==> config.mk <==
export PLATFORM = sky130hd
export DESIGN_NAME = apb_sram_arbiter
export DESIGN_NICKNAME = d
export VERILOG_FILES = /design/src/rtl/apb_sram_arbiter.sv
export SDC_FILE = /design/constraint.sdc
export NUM_CORES = 1
export LEC_CHECK = 0
export CORE_ASPECT_RATIO = 0.75
export CORE_MARGIN = 5
export CORE_UTILIZATION = 45
export CTS_CLUSTER_SIZE = 8
export DETAILED_ROUTE_END_ITERATION = 10
export PLACE_DENSITY = 0.95
export REMOVE_ABC_BUFFERS = 1
export SYNTH_ARGS = -nofsm -noshare
export SYNTH_HDL_FRONTEND = slang
export SYNTH_SLANG_ARGS = --single-unit
==> constraint.sdc <==
create_clock -name PCLK -period 2.95 [get_ports PCLK]
set_input_delay 0.4425 -clock PCLK [delete_from_list [all_inputs] [get_ports PCLK]]
set_output_delay 0.4425 -clock PCLK [all_outputs]
set_load 0.03 [all_outputs]
==> src/rtl/apb_sram_arbiter.sv <==
// Two-requester round-robin APB master sharing one APB SRAM slave.
// Each transaction walks IDLE -> SETUP -> ACCESS -> DONE; all outputs are registered.
// Optional macro WAIT_TIMEOUT_EN bounds the ACCESS phase to TIMEOUT_CYCLES cycles.
module apb_sram_arbiter #(
    parameter int unsigned APB_AWIDTH     = 20,
    parameter int unsigned APB_DWIDTH     = 32,
    parameter int unsigned TIMEOUT_CYCLES = 16
) (
    input  logic                  PCLK,
    input  logic                  PRESETN,
    input  logic                  REQ0,
    input  logic                  WR0,
    input  logic [APB_AWIDTH-1:0] ADDR0,
    input  logic [APB_DWIDTH-1:0] WDATA0,
    input  logic                  REQ1,
    input  logic                  WR1,
    input  logic [APB_AWIDTH-1:0] ADDR1,
    input  logic [APB_DWIDTH-1:0] WDATA1,
    output logic                  ACK0,
    output logic [APB_DWIDTH-1:0] RDATA0,
    output logic                  ERR0,
    output logic                  ACK1,
    output logic [APB_DWIDTH-1:0] RDATA1,
    output logic                  ERR1,
    output logic                  GNT_ID,
    output logic                  BUSY,
    output logic                  PSEL,
    output logic                  PENABLE,
    output logic                  PWRITE,
    output logic [APB_AWIDTH-1:0] PADDR,
    output logic [APB_DWIDTH-1:0] PWDATA,
    input  logic [APB_DWIDTH-1:0] PRDATA,
    input  logic                  PREADY,
    input  logic                  PSLVERR
);

    // Elaboration-time parameter sanity checks
    if (TIMEOUT_CYCLES < 2 || TIMEOUT_CYCLES > 255) begin : g_bad_timeout
        $error("apb_sram_arbiter: TIMEOUT_CYCLES must be in 2..255");
    end
    if (APB_DWIDTH != 8 && APB_DWIDTH != 16 && APB_DWIDTH != 32) begin : g_bad_dwidth
        $error("apb_sram_arbiter: APB_DWIDTH must be 8, 16 or 32");
    end

    typedef enum logic [1:0] {StIdle, StSetup, StAccess, StDone} state_t;

    state_t state;
    logic   rr_ptr;   // requester favoured when both request
    logic   pick;

`ifdef WAIT_TIMEOUT_EN
    localparam logic [7:0] TMO_LAST = 8'(TIMEOUT_CYCLES - 1);
    logic [7:0] tmo_cnt;
`endif

    // Winner selection: a lone request wins outright, a tie goes to the pointer
    assign pick = (REQ0 && REQ1) ? rr_ptr : REQ1;

    // Arbitration FSM with registered APB and requester-side outputs
    always_ff @(posedge PCLK or negedge PRESETN) begin
        if (!PRESETN) begin
            state   <= StIdle;
            rr_ptr  <= 1'b0;
            GNT_ID  <= 1'b0;
            BUSY    <= 1'b0;
            PSEL    <= 1'b0;
            PENABLE <= 1'b0;
            PWRITE  <= 1'b0;
            PADDR   <= '0;
            PWDATA  <= '0;
            ACK0    <= 1'b0;
            ACK1    <= 1'b0;
            ERR0    <= 1'b0;
            ERR1    <= 1'b0;
            RDATA0  <= '0;
            RDATA1  <= '0;
`ifdef WAIT_TIMEOUT_EN
            tmo_cnt <= 8'd0;
`endif
        end else begin
            ACK0 <= 1'b0;
            ACK1 <= 1'b0;
            case (state)
                StIdle: begin
                    if (REQ0 || REQ1) begin
                        GNT_ID <= pick;
                        PWRITE <= pick ? WR1 : WR0;
                        PADDR  <= pick ? ADDR1 : ADDR0;
                        PWDATA <= pick ? WDATA1 : WDATA0;
                        PSEL   <= 1'b1;
                        BUSY   <= 1'b1;
                        state  <= StSetup;
                    end
                end
                StSetup: begin
                    PENABLE <= 1'b1;
`ifdef WAIT_TIMEOUT_EN
                    tmo_cnt <= 8'd0;
`endif
                    state   <= StAccess;
                end
                StAccess: begin
                    if (PREADY) begin
                        PSEL    <= 1'b0;
                        PENABLE <= 1'b0;
                        state   <= StDone;
                        if (GNT_ID) begin
                            ACK1 <= 1'b1;
                            ERR1 <= PSLVERR;
                            if (!PWRITE) RDATA1 <= PRDATA;
                        end else begin
                            ACK0 <= 1'b1;
                            ERR0 <= PSLVERR;
                            if (!PWRITE) RDATA0 <= PRDATA;
                        end
`ifdef WAIT_TIMEOUT_EN
                    end else if (tmo_cnt == TMO_LAST) begin
                        // Abort: report an error and return zero read data
                        PSEL    <= 1'b0;
                        PENABLE <= 1'b0;
                        state   <= StDone;
                        if (GNT_ID) begin
                            ACK1 <= 1'b1;
                            ERR1 <= 1'b1;
                            if (!PWRITE) RDATA1 <= '0;
                        end else begin
                            ACK0 <= 1'b1;
                            ERR0 <= 1'b1;
                            if (!PWRITE) RDATA0 <= '0;
                        end
                    end else begin
                        tmo_cnt <= tmo_cnt + 8'd1;
`endif
                    end
                end
                StDone: begin
                    // Error status is only meaningful alongside the ACK pulse
                    ERR0   <= 1'b0;
                    ERR1   <= 1'b0;
                    BUSY   <= 1'b0;
                    rr_ptr <= ~GNT_ID;
                    state  <= StIdle;
                end
                default: state <= StIdle;
            endcase
        end
    end

endmodule
After elaboration in Yosys (flattened, before gate mapping)
Index checks and enable logic that the tools add are counted.
Widths: inputs -> output; s select.
{"block": "totals", "reg_bits": 128, "latch_bits": 0, "ram_bits": 0, "rom_bits": 0, "in_bits": 144, "out_inout_bits": 125, "elab_cells": 64, "memories": 0}
{"block": "op_classes", "addsub": 0, "multipliers": 0, "div_mod_pow": 0, "order_cmp": 0, "eq_ne": 7, "shift": 0, "mux": 24, "bitwise": 2, "reduce_logical": 16}
{"cell": "$mux 32", "count": 1}
{"cell": "$mux 20", "count": 1}
{"cell": "$mux 1", "count": 14}
{"cell": "$pmux 1 s2", "count": 5}
{"cell": "$reduce_and 3->1", "count": 3}
{"cell": "$ne 2x2->1 const B", "count": 4}
{"cell": "$pmux 2 s4", "count": 1}
{"cell": "$reduce_and 2->1", "count": 4}
{"cell": "$reduce_and 4->1", "count": 2}
{"cell": "$reduce_bool 2->1", "count": 4}
{"cell": "$eq 2x2->1 const B", "count": 2}
{"cell": "$mux 2", "count": 2}
{"cell": "$eq 2x1->1 const B", "count": 1}
{"cell": "$logic_not 2->1", "count": 1}
{"cell": "$not 1->1", "count": 2}
{"cell": "$logic_and 1x1->1", "count": 1}
{"cell": "$logic_or 1x1->1", "count": 1}

Logic depth before layout (Yosys ltp)
{"block": "logic_depth", "ltp_word": 3, "ltp_mapped": 8, "depth_no_buf": 5}

Least setup slack after synthesis
Ideal clock, no wire load.
{"block": "synth_path", "path_kind": "reg2reg", "start": "register state[0]", "end": "register RDATA1[0]", "setup_time_ps": 125, "arrival_time_ps": 1598, "t_required_ps": 2825, "path_slack_ps": 1227, "path_stages_with_launch": 9, "n_path_buf": 3, "synth_period_minus_slack_ps": 1723, "path_cell_list": "dfrtp_1 inv_1 ha_1 buf_4 and3_4 nand2b_2 buf_6 buf_12 mux2_4"}
{"block": "synth_via", "elab_chain_len": 2}
{"element": "start, declared", "line_no": "47", "rtl": "state_t state;"}
{"element": "start signal, assigned", "line_no": "62", "rtl": "state <= StIdle;"}
{"element": "start signal, assigned", "line_no": "92", "rtl": "state <= StSetup;"}
{"element": "start signal, assigned", "line_no": "100", "rtl": "state <= StAccess;"}
{"element": "$eq 2x2->1", "line_no": "83", "rtl": "case (state)"}
{"element": "$reduce_and 4->1 (no line)"}
{"element": "end signal, assigned", "line_no": "76", "rtl": "RDATA1 <= '0;"}
{"element": "end signal, assigned", "line_no": "110", "rtl": "if (!PWRITE) RDATA1 <= PRDATA;"}
{"element": "end, declared", "line_no": "23", "rtl": "output logic [APB_DWIDTH-1:0] RDATA1,"}
Every way passes these cells.
A chain may end at the register's enable or synchronous reset.

Worst setup path in the final report
{"block": "layout_path", "start": "register GNT_ID", "end": "output GNT_ID"}
{"element": "start, declared", "line_no": "25", "rtl": "output logic GNT_ID,"}
{"element": "start signal, assigned", "line_no": "86", "rtl": "GNT_ID <= pick;"}
No word-level cell between the ends.

==> results.json <==
{
  "outcome": "finished, final reports clean",
  "io_pins": 269,
  "ant_nets": 0,
  "grt_pass1_vias": 5273,
  "cp_max_fo": 8,
  "routedWlPerCell_um": 19.06,
  "fin_skew_ns": 0.01361,
  "numCtsBuffers": 17,
  "cts.sink_count": 128,
  "syn_avg_cell_area_um2": 11.46,
  "globalplace.congestion": 0.8927,
  "hpwl_um": 13060,
  "synth-edff-count": 0,
  "cts_resized": 0,
  "slowest_delay_ns": 0.72,
  "overflow": 0,
  "die_area_um2": 15050,
  "fill_cells": 831,
  "cp_cell_sequence": "clkdlybuf4s50_1",
  "synth_area_um2": 5705,
  "fin_cells": 934,
  "p_leak_nw": 3.845,
  "vias_per_cell": 5.288,
  "ff_latch_area_um2": 3203,
  "hold_class": "in2reg",
  "drive_above_1_share_pct": 13.67,
  "finalWirelength_um": 17810,
  "cts_setup_buffers": 0,
  "dpl_cell_area_um2": 8479,
  "route.detailed.drc": 0,
  "htreeDepth": 4,
  "arrival_ns": 1.60,
  "dr.pass1.iters": 7,
  "finalPower_mw": 10.86,
  "max_cap_viol_count": 0,
  "cp-end-kind": "output pin",
  "power_density_nw_per_um2": 1197,
  "hold_viol": 0,
  "row_count": 35,
  "rsz0062_at_grt": "no",
  "final_util_pct": 73.50,
  "tns_ns": 0,
  "clk_path_buf_depth": 2,
  "cts-root-buf": "clkbuf_16",
  "criticalPathCategory": "reg2out",
  "num_antenna_cells": 0,
  "antenna_found_initial": 0,
  "finalCriticalPeriod_ns": 2.039,
  "hold_ws_ns": 0.4555,
  "synth_top_flop_cell": "dfrtp_1",
  "worst-path-buf-inv": 1,
  "track_usage_pct": 23.97,
  "worst_slack_ns": 0.9108,
  "slew_headroom_pct": 50.26,
  "worst_pin_slew_ns": 0.7453,
  "ir_drop_v": 0.0006824,
  "die_y_um": 107.5,
  "yosys_warnings": 0,
  "crit_family": "buffers and inverters",
  "portBuffers": 268,
  "dpl.cell_count": 902,
  "synth.distinct_cells": 28,
  "final-setup-viol-count": 0,
  "synth-seq-cells": 128,
  "cts_tree": "built",
  "drt_iter0_drc": 302,
  "grt_max_degree": 70,
  "grt_pass1_wl_um": 28680,
  "vias": 4939,
  "yosysSeqAreaShare_pct": 56.14,
  "final_cell_area_um2": 9076,
  "area_growth_pct": 59.08,
  "pre_cts_ws_ns": 0.7496,
  "start_util_pct": 46.20,
  "max_freq_mhz": 490.4,
  "drv_slew": 0,
  "required_ns": 2.51,
  "clk-insertion-delay-late_ns": 0.40,
  "die_x_um": 140.0,
  "synthCells": 498,
  "fin_crit_sh_pct": 69.12,
  "synthArstFlopShare_pct": 100.0,
  "start_kind": "flop",
  "fp.coreArea_um2": 12350,
  "clkTransAtPathRegs_ns": 0.05,
  "final_net_count": 907,
  "slowest_stage": "clkdlybuf4s50_1",
  "multi_input_area_um2": 2236
}
==> cells in the final DEF (no fill, tap or decap), types with 2 or more instances in the layout <==
cell,n
nor2_1,59
o21ai_0,57
buf_4,11
mux2_4,30
ha_1,7
nand2_1,6
dfrtp_1,128
clkinv_4,2
bufinv_16,3
mux2_1,9
buf_12,3
clkbuf_1,2
clkbuf_16,17
nand2b_2,2
a31oi_1,53
clkinv_2,5
and2b_1,2
inv_1,6
mux2_2,27
a21oi_1,3
nand3_1,54
clkdlybuf4s50_1,266
mux2i_1,4
==> report_power, final <==
part           leakage [nW]  switching (mW)  internal [mW]
clock network         0.289           0.746           1.34
registers              1.50           0.536           2.63
logic                  2.05            3.11           2.49
==> final timing paths <==
check	start	endpoint	slack, ns	cells after the start
max in group asynchronous	PRESETN	RDATA1[31]	1.66	3
min	REQ1	PWRITE	0.46	3
max reg2reg	state[0]	RDATA0[25]	0.94	5
min reg2reg	PENABLE	PENABLE	0.48	2
max	GNT_ID	GNT_ID	0.91	1
min in group asynchronous	PRESETN	PWDATA[1]	0.54	2
==> state kept, by name, indices dropped and copies added (netlist names) <==
name,flops
PWRITE,1
PSEL,1
BUSY,1
ERR0,1
ACK0,1
PWDATA,32
RDATA1,32
state,2
RDATA0,32
rr_ptr,1
GNT_ID,1
ACK1,1
PENABLE,1
PADDR,20
ERR1,1
==> synth_stat cells (all sizes together), types with 4 or more instances <==
library cell / number / area, um2
dfrtp: 128 / 3203
mux2: 66 / 855.8
nor2: 59 / 221.5
o21ai: 57 / 285.3
nand3: 54 / 270.3
a31oi: 53 / 331.6
clkbuf: 27 / 101.4
buf: 16 / 152.7
ha: 7 / 87.58
inv: 6 / 22.52
nand2: 6 / 22.52
mux2i: 4 / 40.04
==> cell type report <==
cell class                 instances  share of cell area [%]
clock inverter                    11                   1.544
timing repair buffer             282                   31.07
sequential                       128                   35.29
multi-input combinational        321                   24.63
clock buffer                      20                   4.921
tap                              166                   2.288
inverter                           6                  0.2481
==> logic make-up (layout without fill, tap and decap cells) <==
kind of cell | after synthesis | count (layout) | share of synthesized area, %
DFF | 128 | 128 | 56.14
and+or+nand+nor | 128 | 128 | 10.29
AOI/OAI and AO/OA | 116 | 116 | 11.49
muxes | 70 | 70 | 15.70
buffers and inverters | 49 | 319 | 4.847
adders and majority gates | 7 | 7 | 1.535
==> per-layer routing <==
| layer | share of wire, % | GRT usage (%) |
|---|---|---|
| met5 | 0 | 0 |
| met4 | 2.5 | 8.852 |
| met3 | 6.0 | 6.306 |
| met2 | 52 | 41.04 |
| met1 | 40 | 29.33 |
==> repair_timing <==
item	4_1_cts	5_1_grt
endpoints found under the hold margin	32	0
hold buffers	1	0
endpoints found under the setup margin	0	0
Power figures use the tool's default switching activity.
